<file path="config.mk">
export PLATFORM = sky130hd
export DESIGN_NAME = lcd_dma_reader_flat
export DESIGN_NICKNAME = d
export VERILOG_FILES = /design/src/rtl/lcd_dma_reader_pkg.sv /design/src/rtl/lcd_dma_reader_if.sv /design/src/rtl/lcd_dma_reader.sv /design/src/flat_wrapper.sv
export SDC_FILE = /design/constraint.sdc
export NUM_CORES = 1
export LEC_CHECK = 0
export ABC_AREA = 0
export BUFFER_PORTS_ARGS = -buffer_cell sky130_fd_sc_hd__buf_2
export CAP_MARGIN = 10
export CORE_MARGIN = 2
export CORE_UTILIZATION = 43
export DETAILED_ROUTE_END_ITERATION = 10
export HOLD_SLACK_MARGIN = 0.02
export PLACE_DENSITY_LB_ADDON = 0.12
export SKIP_LAST_GASP = 1
export SYNTH_ARGS = -nofsm -noshare
export SYNTH_HDL_FRONTEND = slang
export SYNTH_SLANG_ARGS = --single-unit
</file>
<file path="constraint.sdc">
create_clock -name CLK -period 1.8 [get_ports CLK]
set_clock_uncertainty 0.05 [all_clocks]
set_input_delay 0.18 -clock CLK [delete_from_list [all_inputs] [get_ports CLK]]
set_output_delay 0.18 -clock CLK [all_outputs]
set_load 0.01 [all_outputs]
</file>
<file path="src/rtl/lcd_dma_reader_pkg.sv">
// Shared types and AXI constants for the LCD DMA burst reader.
package lcd_dma_pkg;

  localparam int unsigned DEFAULT_BURST_LEN = 4;

  localparam int unsigned AXI_ADDR_W = 32;
  localparam int unsigned AXI_DATA_W = 64;
  localparam int unsigned DMA_ADDR_W = 29;
  localparam int unsigned DMA_DATA_W = 32;

  localparam logic [2:0] AXSIZE_8B    = 3'b011;
  localparam logic [1:0] AXBURST_INCR = 2'b01;
  localparam logic [1:0] RESP_OKAY    = 2'b00;

  typedef enum logic [2:0] {
    ST_IDLE,
    ST_ADDR,
    ST_RD,
    ST_LO,
    ST_HI
  } state_e;

endpackage

</file>
<file path="src/rtl/lcd_dma_reader_if.sv">
// AXI3 read-address and read-data channels of a Zynq HP port.
interface lcd_dma_reader_if;
  import lcd_dma_pkg::*;

  logic [AXI_ADDR_W-1:0] M_AXI_ARADDR;
  logic [3:0]            M_AXI_ARLEN;
  logic [2:0]            M_AXI_ARSIZE;
  logic [1:0]            M_AXI_ARBURST;
  logic [3:0]            M_AXI_ARCACHE;
  logic                  M_AXI_ARVALID;
  logic                  M_AXI_ARREADY;
  logic [AXI_DATA_W-1:0] M_AXI_RDATA;
  logic [1:0]            M_AXI_RRESP;
  logic                  M_AXI_RLAST;
  logic                  M_AXI_RVALID;
  logic                  M_AXI_RREADY;

  modport master (
    output M_AXI_ARADDR, M_AXI_ARLEN, M_AXI_ARSIZE, M_AXI_ARBURST,
           M_AXI_ARCACHE, M_AXI_ARVALID, M_AXI_RREADY,
    input  M_AXI_ARREADY, M_AXI_RDATA, M_AXI_RRESP, M_AXI_RLAST, M_AXI_RVALID
  );

  modport slave (
    input  M_AXI_ARADDR, M_AXI_ARLEN, M_AXI_ARSIZE, M_AXI_ARBURST,
           M_AXI_ARCACHE, M_AXI_ARVALID, M_AXI_RREADY,
    output M_AXI_ARREADY, M_AXI_RDATA, M_AXI_RRESP, M_AXI_RLAST, M_AXI_RVALID
  );

endinterface

</file>
<file path="src/rtl/lcd_dma_reader.sv">
// Single-burst AXI3 read master: fetches BURST_LEN 64-bit beats and streams
// them to the LCD controller FIFO as 32-bit words, low half first.
module lcd_dma_reader
  import lcd_dma_pkg::*;
#(
  parameter int unsigned BURST_LEN   = DEFAULT_BURST_LEN,
  parameter logic [3:0]  ARCACHE_VAL = 4'b0011
) (
  input  logic                  CLK,
  input  logic                  RESET,
  input  logic [DMA_ADDR_W-1:0] DMA_RD_ADDR,
  input  logic                  DMA_START,
  output logic                  DMA_READY,
  output logic [DMA_DATA_W-1:0] DMA_RD_DATA,
  output logic                  DMA_RD_DATA_VALID,
  output logic                  DMA_ERROR,
  lcd_dma_reader_if.master      axi
);

  localparam int unsigned CNT_W = $clog2(BURST_LEN + 1);

  state_e                state_q, state_d;
  logic [CNT_W-1:0]      beat_cnt_q, beat_cnt_d;
  logic [AXI_DATA_W-1:0] hold_q, hold_d;
  logic [AXI_ADDR_W-1:0] araddr_q, araddr_d;
  logic [3:0]            arlen_q, arlen_d;
  logic                  err_q, err_d;
  logic                  rready_c;
  logic                  beat_acc_c;
  logic                  last_beat_c;

  // State and datapath registers
  always_ff @(posedge CLK) begin
    if (RESET) begin
      state_q    <= ST_IDLE;
      beat_cnt_q <= '0;
      hold_q     <= '0;
      araddr_q   <= '0;
      arlen_q    <= '0;
      err_q      <= 1'b0;
    end else begin
      state_q    <= state_d;
      beat_cnt_q <= beat_cnt_d;
      hold_q     <= hold_d;
      araddr_q   <= araddr_d;
      arlen_q    <= arlen_d;
      err_q      <= err_d;
    end
  end

  // Next-state, beat capture and error tracking
  always_comb begin
    state_d     = state_q;
    beat_cnt_d  = beat_cnt_q;
    hold_d      = hold_q;
    araddr_d    = araddr_q;
    arlen_d     = arlen_q;
    err_d       = err_q;
    rready_c    = 1'b0;
    beat_acc_c  = 1'b0;
    last_beat_c = (beat_cnt_q == CNT_W'(BURST_LEN - 1));

    unique case (state_q)
      ST_IDLE: begin
        if (DMA_START) begin
          araddr_d   = {DMA_RD_ADDR, 3'b000};
          arlen_d    = 4'(BURST_LEN - 1);
          beat_cnt_d = '0;
          state_d    = ST_ADDR;
        end
      end
      ST_ADDR: begin
        if (axi.M_AXI_ARREADY) state_d = ST_RD;
      end
      ST_RD: begin
        rready_c = 1'b1;
        if (axi.M_AXI_RVALID) begin
          beat_acc_c = 1'b1;
          state_d    = ST_LO;
        end
      end
      ST_LO: begin
        state_d = ST_HI;
      end
      ST_HI: begin
        // Overlap the next beat's handshake with the high-word cycle
        if (beat_cnt_q < CNT_W'(BURST_LEN)) begin
          rready_c = 1'b1;
          if (axi.M_AXI_RVALID) begin
            beat_acc_c = 1'b1;
            state_d    = ST_LO;
          end else begin
            state_d = ST_RD;
          end
        end else begin
          state_d = ST_IDLE;
        end
      end
      default: state_d = ST_IDLE;
    endcase

    // Erroneous beats are still delivered; the error only latches
    if (beat_acc_c) begin
      hold_d     = axi.M_AXI_RDATA;
      beat_cnt_d = beat_cnt_q + CNT_W'(1);
      if ((axi.M_AXI_RRESP != RESP_OKAY) || (axi.M_AXI_RLAST != last_beat_c))
        err_d = 1'b1;
    end
  end

  assign DMA_READY         = (state_q == ST_IDLE);
  assign DMA_RD_DATA_VALID = (state_q == ST_LO) || (state_q == ST_HI);
  assign DMA_ERROR         = err_q;

  always_comb begin
    DMA_RD_DATA = '0;
    if (state_q == ST_LO)      DMA_RD_DATA = hold_q[31:0];
    else if (state_q == ST_HI) DMA_RD_DATA = hold_q[63:32];
  end

  assign axi.M_AXI_ARADDR  = araddr_q;
  assign axi.M_AXI_ARLEN   = arlen_q;
  assign axi.M_AXI_ARSIZE  = AXSIZE_8B;
  assign axi.M_AXI_ARBURST = AXBURST_INCR;
  assign axi.M_AXI_ARCACHE = ARCACHE_VAL;
  assign axi.M_AXI_ARVALID = (state_q == ST_ADDR);
  assign axi.M_AXI_RREADY  = rready_c;

endmodule
</file>
<file path="src/flat_wrapper.sv">
// flat-port wrapper written by rule: the top's interface ports become plain ports
module lcd_dma_reader_flat import lcd_dma_pkg::*;
#(
  parameter int unsigned BURST_LEN   = DEFAULT_BURST_LEN,
  parameter logic [3:0]  ARCACHE_VAL = 4'b0011
)
  (CLK, RESET, DMA_RD_ADDR, DMA_START, DMA_READY, DMA_RD_DATA, DMA_RD_DATA_VALID, DMA_ERROR, axi_M_AXI_ARADDR, axi_M_AXI_ARLEN, axi_M_AXI_ARSIZE, axi_M_AXI_ARBURST, axi_M_AXI_ARCACHE, axi_M_AXI_ARVALID, axi_M_AXI_RREADY, axi_M_AXI_ARREADY, axi_M_AXI_RDATA, axi_M_AXI_RRESP, axi_M_AXI_RLAST, axi_M_AXI_RVALID);
  lcd_dma_reader_if axi_i ();
  input  logic CLK;
  input  logic RESET;
  input  logic [DMA_ADDR_W-1:0] DMA_RD_ADDR;
  input  logic DMA_START;
  output logic DMA_READY;
  output logic [DMA_DATA_W-1:0] DMA_RD_DATA;
  output logic DMA_RD_DATA_VALID;
  output logic DMA_ERROR;
  output wire logic [$bits(axi_i.M_AXI_ARADDR)-1:0] axi_M_AXI_ARADDR;
  output wire logic [$bits(axi_i.M_AXI_ARLEN)-1:0] axi_M_AXI_ARLEN;
  output wire logic [$bits(axi_i.M_AXI_ARSIZE)-1:0] axi_M_AXI_ARSIZE;
  output wire logic [$bits(axi_i.M_AXI_ARBURST)-1:0] axi_M_AXI_ARBURST;
  output wire logic [$bits(axi_i.M_AXI_ARCACHE)-1:0] axi_M_AXI_ARCACHE;
  output wire logic [$bits(axi_i.M_AXI_ARVALID)-1:0] axi_M_AXI_ARVALID;
  output wire logic [$bits(axi_i.M_AXI_RREADY)-1:0] axi_M_AXI_RREADY;
  input wire logic [$bits(axi_i.M_AXI_ARREADY)-1:0] axi_M_AXI_ARREADY;
  input wire logic [$bits(axi_i.M_AXI_RDATA)-1:0] axi_M_AXI_RDATA;
  input wire logic [$bits(axi_i.M_AXI_RRESP)-1:0] axi_M_AXI_RRESP;
  input wire logic [$bits(axi_i.M_AXI_RLAST)-1:0] axi_M_AXI_RLAST;
  input wire logic [$bits(axi_i.M_AXI_RVALID)-1:0] axi_M_AXI_RVALID;
  assign axi_M_AXI_ARADDR = axi_i.M_AXI_ARADDR;
  assign axi_M_AXI_ARLEN = axi_i.M_AXI_ARLEN;
  assign axi_M_AXI_ARSIZE = axi_i.M_AXI_ARSIZE;
  assign axi_M_AXI_ARBURST = axi_i.M_AXI_ARBURST;
  assign axi_M_AXI_ARCACHE = axi_i.M_AXI_ARCACHE;
  assign axi_M_AXI_ARVALID = axi_i.M_AXI_ARVALID;
  assign axi_M_AXI_RREADY = axi_i.M_AXI_RREADY;
  assign axi_i.M_AXI_ARREADY = axi_M_AXI_ARREADY;
  assign axi_i.M_AXI_RDATA = axi_M_AXI_RDATA;
  assign axi_i.M_AXI_RRESP = axi_M_AXI_RRESP;
  assign axi_i.M_AXI_RLAST = axi_M_AXI_RLAST;
  assign axi_i.M_AXI_RVALID = axi_M_AXI_RVALID;
  lcd_dma_reader #(.BURST_LEN(BURST_LEN), .ARCACHE_VAL(ARCACHE_VAL)) u_core (.CLK(CLK), .RESET(RESET), .DMA_RD_ADDR(DMA_RD_ADDR), .DMA_START(DMA_START), .DMA_READY(DMA_READY), .DMA_RD_DATA(DMA_RD_DATA), .DMA_RD_DATA_VALID(DMA_RD_DATA_VALID), .DMA_ERROR(DMA_ERROR), .axi(axi_i));
endmodule
</file>
==> summary.txt, run 1 <==
YOSYS
-----------------------------------------------------------------------------------------------------------------
Sequential fraction of the synthesis area                                                                   46.5%
Post-synthesis simple-gate area fraction                                                                    19.1%
Combinational family with the most area after synthesis                                              simple AND/OR/NAND/NOR gates
Total of flip-flops plus latches after synthesis                                                              101
Synth cell types                                                                                               29
Xor/xnor cell area share of the yosys netlist                                                              0.201%
Top FF cell, synth                                                                                   sky130_fd_sc_hd__dfxtp_1
Syn Area/Cell                                                                                            8.55 µm²
Synthesized-area fraction occupied by ao, oa, aoi and oai cells                                             11.8%
Yosys warns                                                                                                     0
Arithmetic-cell share of the synthesized area counting full adders, half adders and majority gates         0.575%
EDFF count, synth                                                                                               0
Fraction of registers with async set or reset after synthesis                                                  0%
Post-synthesis cell area                                                                              0.00435 mm²
Share of synthesized area spent on multiplexers                                                             14.9%
Mapped Cells                                                                                                  509

CRITICAL PATH
-----------------------------------------------------------------------------------------------------------------
Category of the most critical setup path                                                             flop to primary output
Most Frequent Cell on Critical Path                                                                  sky130_fd_sc_hd__buf_6
Largest driver fanout on the critical path                                                                      8
Number of buffers and inverters on the critical path                                                            4
Launching element type of the critical path                                                                  flop
Worst path slowest cell                                                                              sky130_fd_sc_hd__dfxtp_2
Worst path required time                                                                                  1570 ps
Delay contributed by the slowest stage of the critical path                                                340 ps
Launching element of the worst setup path                                                            u_core.state_q[2]
CP arrival                                                                                                1590 ps
Critical register-to-register path startpoint                                                        u_core.state_q[1]
Sort of element at the end of the critical path                                                      primary output
Ordered list of cells on the worst path                                                              buf_6 > nand2b_4 > nor2_4 > buf_6 > buf_16 > or2_4 > buf_6
Cell type group with the largest total delay on the critical path                                    buffers and inverters

CELLS AND AREA
-----------------------------------------------------------------------------------------------------------------
Final design utilization                                                                                    68.4%
Count of non-filler cells in the finished layout                                                              901
Area of all placed cells without fillers                                                              0.00671 mm²
Final antenna diode count                                                                                       0
Final net count                                                                                               866
Share of final-layout standard cells stronger than drive strength 1                                         28.9%
P&R area growth vs syn                                                                                      54.2%

DIE
-----------------------------------------------------------------------------------------------------------------
Placeable core region                                                                                 0.00982 mm²
Initial Utilization                                                                                         44.3%
Total number of placement rows                                                                                 36
Chip height                                                                                                105 µm
Horiz. Die Dim                                                                                             105 µm
Die ar.                                                                                                0.0109 mm²
I/O pins                                                                                                      183

CLOCK NETWORK
-----------------------------------------------------------------------------------------------------------------
Clock transition at path regs                                                                               90 ps
Clock tree from TritonCTS                                                                                   built
Clock root cell                                                                                      sky130_fd_sc_hd__clkbuf_8
Clock H-tree levels                                                                                             3
Number of sinks driven by the clock tree                                                                      101
Cts bufs inserted                                                                                               9
Insertion delay of the later-clocked pin in the worst-skew pair                                            360 ps
Number of buffers on the longest clock path                                                                     2

GRT
-----------------------------------------------------------------------------------------------------------------
GRT Total Usage                                                                                             21.9%
First-pass GRT wire length                                                                               19700 µm
Vias in the first global route                                                                               4227
Largest net degree at the start of global routing                                                             132
Number of antenna violations at the first check in global routing                                               0
Leftover overflow at the end of global routing                                                                  0

DRT
-----------------------------------------------------------------------------------------------------------------
Final routed DRC violation total                                                                                0
Vias after detailed routing                                                                                  4353
DRT Pass-1 Iters                                                                                                4
DR iter-0 viols                                                                                               199
Met2 wire len                                                                                             6180 µm
Final routed wire length divided by cell count                                                            13.9 µm
Met3 WL                                                                                                    615 µm
Residual antenna-violating net count after detailed routing                                                     0
Met1 Routed Length                                                                                        5490 µm
Wire length after detailed routing                                                                       12500 µm
Top layer reached by signal wires                                                                            met4
DR vias/cell                                                                                                 4.83

PLACEMENT
-----------------------------------------------------------------------------------------------------------------
Routability cong.                                                                                           0.753
Worst-case setup slack after placement                                                                    13.3 ps
Placement Cell Area                                                                                   0.00531 mm²
Total instance count after detailed placement                                                                 781
Number of buffer cells added on primary ports                                                                 168
Hpwl dp                                                                                                   7050 µm

STATUS
-----------------------------------------------------------------------------------------------------------------
Violations in the final reports                                                                      setup timing
Outcome                                                                                              complete, but fails checks

TIMING
-----------------------------------------------------------------------------------------------------------------
Final setup vio count                                                                                           9
Final WS setup                                                                                           -18.9 ps
Setup repair after global routing missed its margin                                                           yes
Setup_tns                                                                                                -54.6 ps
Headroom to the max-slew limit                                                                              64.2%
Hold slack                                                                                                43.3 ps
Final Critical Period                                                                                     1820 ps
Part of the cycle the worst path needs                                                                       101%
Measured slew at the worst slew-check pin                                                                  537 ps
Final Hold Viols                                                                                                0
Slew Viols, Final                                                                                               0
Achievable Freq                                                                                           550 MHz

POWER
-----------------------------------------------------------------------------------------------------------------
Total power after layout                                                                                  4.61 mW
Peak ir drop on the vdd network                                                                            347 µV
P per Cell Area                                                                                        687 mW/mm²
Leakage power figure                                                                                      2.95 nW

WORST HOLD PATH
-----------------------------------------------------------------------------------------------------------------
Min-delay src                                                                                        axi_M_AXI_RDATA[30]
Type of the most critical hold path                                                                  primary input to flop

JOB
-----------------------------------------------------------------------------------------------------------------
Max-capacitance violation count                                                                                 0

==> layout make-up <==
cell class,count,area (µm²)
fillers,809,3110
repair buffers,285,2190
multi-input cells,362,2120
inverters,4,16.3
flip-flops and latches,101,2030
clock buffers,11,131
well taps,133,166
clock inverters,5,61.3
==> logic make-up after synthesis <==
| group | after synthesis |
|---|---|
| AOI/OAI and AO/OA | 72 |
| and+or+nand+nor | 208 |
| DFF | 101 |
| xor gates and xnor gates | 1 |
| buffers and inverters | 58 |
| other | 2 |
| muxes | 65 |
| adders and majority gates | 2 |
==> synth_stat cells, types with 3 or more instances <==
cell,instances,area share [%]
sky130_fd_sc_hd__nor2_1,6,0.52
sky130_fd_sc_hd__mux2i_1,65,15
sky130_fd_sc_hd__a22o_1,33,6.6
sky130_fd_sc_hd__inv_1,3,0.26
sky130_fd_sc_hd__buf_2,4,0.46
sky130_fd_sc_hd__nor3_1,3,0.34
sky130_fd_sc_hd__buf_4,16,2.8
sky130_fd_sc_hd__clkbuf_1,31,2.7
sky130_fd_sc_hd__a21oi_1,33,3.8
sky130_fd_sc_hd__nand2b_1,3,0.43
sky130_fd_sc_hd__nand2_1,186,16
sky130_fd_sc_hd__dfxtp_1,101,46
==> registers in the layout, summed over array words and instances, names as in the netlist <==
name	count
u_core.hold_q	64
u_core.axi.M_AXI_ARADDR	29
u_core.beat_cnt_q	3
u_core.state_q	3
u_core.DMA_ERROR	1
u_core.axi.M_AXI_ARLEN	1
==> path summary, 6_finish.rpt <==
| check | end | slack, ps | cells after the start |
|---|---|---|---|
| worst max-delay path | DMA_RD_DATA_VALID | -20 | 7 |
| worst min-delay path | u_core.hold_q[30] | 40 | 3 |
| worst max register to register | u_core.hold_q[56] | 70 | 5 |
| worst min register to register | u_core.axi.M_AXI_ARADDR[22] | 410 | 2 |
==> worst reg2reg max path, cell delays in order, from the launching register on <==
cell and delay [ps]:
sky130_fd_sc_hd__dfxtp_2 370, sky130_fd_sc_hd__or3b_4 420, sky130_fd_sc_hd__a211oi_4 230, sky130_fd_sc_hd__buf_4 210, sky130_fd_sc_hd__buf_16 190, sky130_fd_sc_hd__mux2i_1 200
==> timing repair <==
item / CTS / global route
hold endpoints to repair: 90 / 0
cloned: 4 / 3
endpoints found under the setup margin: 41 / 116
hold buffers: 90 / 0
setup buffers: 7 / 0
resized for setup: 15 / 9
pin swaps: 4 / 8
==> report_power, final <==
part | internal [mW] | leakage (nW) | total [mW] | switching (mW)
combinational | 0.436 | 2.04 | 0.813 | 0.377
sequential | 2.33 | 0.822 | 2.38 | 0.0535
clock | 0.647 | 0.0858 | 1.42 | 0.775
total | 3.41 | 2.95 | 4.61 | 1.21
==> metal layers <==
| layer | global-route usage, % | vias to the layer above |
|---|---|---|
| met2 | 38.8 | 140 |
| li1 | - | 2173 |
| met4 | 8.00 | 0 |
| met5 | 0 | - |
| met1 | 26.6 | 2020 |
| met3 | 3.62 | 20 |
==> placed cells by master (no fill, tap or decap), drive strengths merged <==
cell and n:
nor4b 1, buf 192, nand2b 3, nand3b 1, conb 14, nand2 186, bufinv 1, or4b 1
mux2i 65, xnor2 1, clkinvlp 3, a21oi 33, or2 2, dlygate4sd3 90, nor3 3, nor3b 2
nor2 6, or3b 1, nor2b 2, inv 3, dfxtp 101, a22o 33, o32a 1, clkbuf 14
a32o 2, ha 2, o21a 2, a211oi 1, clkinv 2
Note: power is estimated with default switching activity, not from simulation.
==> run 2, diff against run 1 <==
--- a/config.mk
+++ b/config.mk
@@ -5,13 +5,14 @@
 export SDC_FILE = /design/constraint.sdc
 export NUM_CORES = 1
 export LEC_CHECK = 0
-export ABC_AREA = 0
+export ABC_AREA = 1
 export BUFFER_PORTS_ARGS = -buffer_cell sky130_fd_sc_hd__buf_2
 export CAP_MARGIN = 10
 export CORE_MARGIN = 2
 export CORE_UTILIZATION = 43
 export DETAILED_ROUTE_END_ITERATION = 10
 export HOLD_SLACK_MARGIN = 0.02
+export MAX_ROUTING_LAYER = met4
 export PLACE_DENSITY_LB_ADDON = 0.12
 export SKIP_LAST_GASP = 1
 export SYNTH_ARGS = -nofsm -noshare
==> run 2 against run 1 <==
Effect of this change:
- the run now ends clean
- power increased by 9.2%
- area after synthesis up 1.9%
- core utilization decreased by 4.0 points
- sequential share of layout area is 0.70 points higher
- wire length grew 8.0%
- clock power shrank 4%
- synthesized cell count rose by 17%
- worst hold slack got worse by 10 ps
- worst setup slack gained 92 ps
- register-to-register slack better by 50 ps
- first-iteration DRC count up 28%
==> summary.txt, run 2 <==
GRT
----------------------------------------------------------------------------------
Largest net degree at the start of global routing                               67
Leftover overflow at the end of global routing                                   0
GRT Total Usage                                                              24.1%
First-pass GRT wire length                                                21500 µm
Vias in the first global route                                                4549
Number of antenna violations at the first check in global routing                0

CELLS AND AREA
----------------------------------------------------------------------------------
Count of non-filler cells in the finished layout                               978
Leading cell type in the layout, fill and taps excluded               sky130_fd_sc_hd__buf_2
Area of all placed cells without fillers                               0.00655 mm²
Most frequent cells in the layout                                     168 x sky130_fd_sc_hd__buf_2, 100 x sky130_fd_sc_hd__nand2_1, 98 x sky130_fd_sc_hd__dfxtp_1, 89 x sky130_fd_sc_hd__dlygate4sd3_1, 85 x sky130_fd_sc_hd__nor2_1
P&R area growth vs syn                                                       47.8%
Share of final-layout standard cells stronger than drive strength 1          32.3%
Final net count                                                                940
Final antenna diode count                                                        0
Number of flip-flops under the largest register name                            64
Most flops, register                                                  u_core.hold_q

CRITICAL PATH
----------------------------------------------------------------------------------
Category of the most critical setup path                              flop to primary output
Number of buffers and inverters on the critical path                             4
Cell type group with the largest total delay on the critical path     buffers and inverters
Delay contributed by the slowest stage of the critical path                 380 ps
Ordered list of cells on the worst path                               inv_2 > nor2_4 > buf_4 > buf_12 > nand3_1 > nand2_1 > buf_2
Worst path required time                                                   1570 ps
CP arrival                                                                 1500 ps
Worst path slowest cell                                               sky130_fd_sc_hd__dfxtp_2
Setup slack on the worst flop-to-flop path                                  120 ps
Largest driver fanout on the critical path                                       5
Launching element type of the critical path                                   flop
Sort of element at the end of the critical path                       primary output

CLOCK NETWORK
----------------------------------------------------------------------------------
Number of sinks driven by the clock tree                                       101
Clock H-tree levels                                                              3
Clock root cell                                                       sky130_fd_sc_hd__clkbuf_8
Clock tree from TritonCTS                                                    built
Clock transition at path regs                                               100 ps
Insertion delay of the later-clocked pin in the worst-skew pair             350 ps
Number of buffers on the longest clock path                                      2
Cts bufs inserted                                                                9

YOSYS
----------------------------------------------------------------------------------
Fraction of synthesized cell area taken by the top area cell type            45.6%
Top FF cell, synth                                                    sky130_fd_sc_hd__dfxtp_1
Mapped Cells                                                                   595
Syn Area/Cell                                                             7.45 µm²
Sequential fraction of the synthesis area                                    45.6%
Synth top area cells                                                  sky130_fd_sc_hd__dfxtp_1 46%, sky130_fd_sc_hd__nand2_1 8.5%, sky130_fd_sc_hd__nand3_1 7.8%, sky130_fd_sc_hd__nor2_1 7.2%, sky130_fd_sc_hd__nor2_2 7.1%
Most frequent cell after synthesis                                    sky130_fd_sc_hd__dfxtp_1
Top cell types by occurrence after synthesis                          101 x sky130_fd_sc_hd__dfxtp_1, 100 x sky130_fd_sc_hd__nand2_1, 85 x sky130_fd_sc_hd__nor2_1
Synth cell types                                                                26
Yosys warns                                                                      0
EDFF count, synth                                                                0
Fraction of registers with async set or reset after synthesis                   0%
Cell accounting for the most synthesized area                         sky130_fd_sc_hd__dfxtp_1
Post-synthesis cell area                                               0.00444 mm²
Total of flip-flops plus latches after synthesis                               101

DIE
----------------------------------------------------------------------------------
Horiz. Die Dim                                                              106 µm
Die ar.                                                                 0.0111 mm²
Placeable core region                                                   0.0102 mm²
I/O pins                                                                       183
Chip height                                                                 106 µm
Total number of placement rows                                                  37
Initial Utilization                                                          43.6%

PLACEMENT
----------------------------------------------------------------------------------
Total instance count after detailed placement                                  866
Routability cong.                                                            0.775
Hpwl dp                                                                    7870 µm
Placement Cell Area                                                    0.00532 mm²
Number of buffer cells added on primary ports                                  168

DRT
----------------------------------------------------------------------------------
DR vias/cell                                                                  4.86
Final routed wire length divided by cell count                             13.8 µm
DRT Pass-1 Iters                                                                 4
Vias after detailed routing                                                   4753
DR iter-0 viols                                                                255
Wire length after detailed routing                                        13500 µm
Residual antenna-violating net count after detailed routing                      0
Final routed DRC violation total                                                 0

TIMING
----------------------------------------------------------------------------------
Setup_tns                                                                     0 ps
Setup repair after global routing missed its margin                             no
Final Hold Viols                                                                 0
Final setup vio count                                                            0
Slew Viols, Final                                                                0
Part of the cycle the worst path needs                                       95.9%
Final Critical Period                                                      1730 ps
Achievable Freq                                                            579 MHz

POWER
----------------------------------------------------------------------------------
Total power after layout                                                   5.04 mW
P per Cell Area                                                         769 mW/mm²
Peak ir drop on the vdd network                                             485 µV
Leakage power figure                                                       3.24 nW

JOB
----------------------------------------------------------------------------------
Max-capacitance violation count                                                  0

STATUS
----------------------------------------------------------------------------------
Outcome                                                               complete, no violations

WORST HOLD PATH
----------------------------------------------------------------------------------
Type of the most critical hold path                                   primary input to flop

-- run 2: tightest hold or removal path: cells and delay by family --
kind                   cells  cell delay [ps]
buffers and inverters      1              100
and+or+nand+nor            2              120
-- run 2: cells by family after synthesis --
| family | synth area share, % |
|---|---|
| compound gates | 11.5 |
| fa+ha+maj | 0.564 |
| buf+inv | 9.39 |
| flops | 45.6 |
| other cells | 0.169 |
| simple gates | 32.8 |
-- run 2: per-layer routing --
layer / global-route usage [%] / wire, µm / up-vias
met5: - / 0 / -
met4: 5.26 / 179 / 0
met3: 4.08 / 741 / 16
met2: 42.2 / 6760 / 179
met1: 29.3 / 5820 / 2184
li1: - / - / 2374
-- run 2: per-stage QoR --
stage	setup WS (ps)	util (%)	hold WS (ps)
floorplan	363	-	258
global placement	216	52.3	356
detailed placement	151	52.3	361
CTS	-4.55	63.2	21.0
global route	6.50	64.3	31.2
finish	73.6	64.3	33.1
-- run 2: final timing paths --
check                                    from                          end  depth (start not counted)
setup / recovery            u_core.state_q[0]              DMA_RD_DATA[27]                          7
hold / removal            axi_M_AXI_RDATA[59]            u_core.hold_q[59]                          3
setup reg to reg            u_core.state_q[1]            u_core.hold_q[55]                          7
hold reg to reg   u_core.axi.M_AXI_ARADDR[30]  u_core.axi.M_AXI_ARADDR[30]                          2
-- run 2: timing repair --
action / in CTS / in global routing
resized for setup: 8 / 2
cloned: 1 / 2
hold endpoints to repair: 86 / 3
setup endpoints to repair: 33 / 27
hold buffers: 86 / 3
pin swaps: 2 / 2
setup buffers: 1 / 3
-- run 2: layout make-up --
cell class,count,area [µm²]
tap,136,170
inverter,13,48.8
clock buffer,9,124
timing repair buffer,280,2070
clock inverter,7,67.6
multi-input combinational,432,2050
sequential,101,2030
fill,908,3630
-- run 2: report_power, final --
part,leakage [nW],internal (mW),switching [mW]
registers,0.823,2.41,0.0923
logic,2.32,0.536,0.634
clock network,0.0989,0.537,0.835
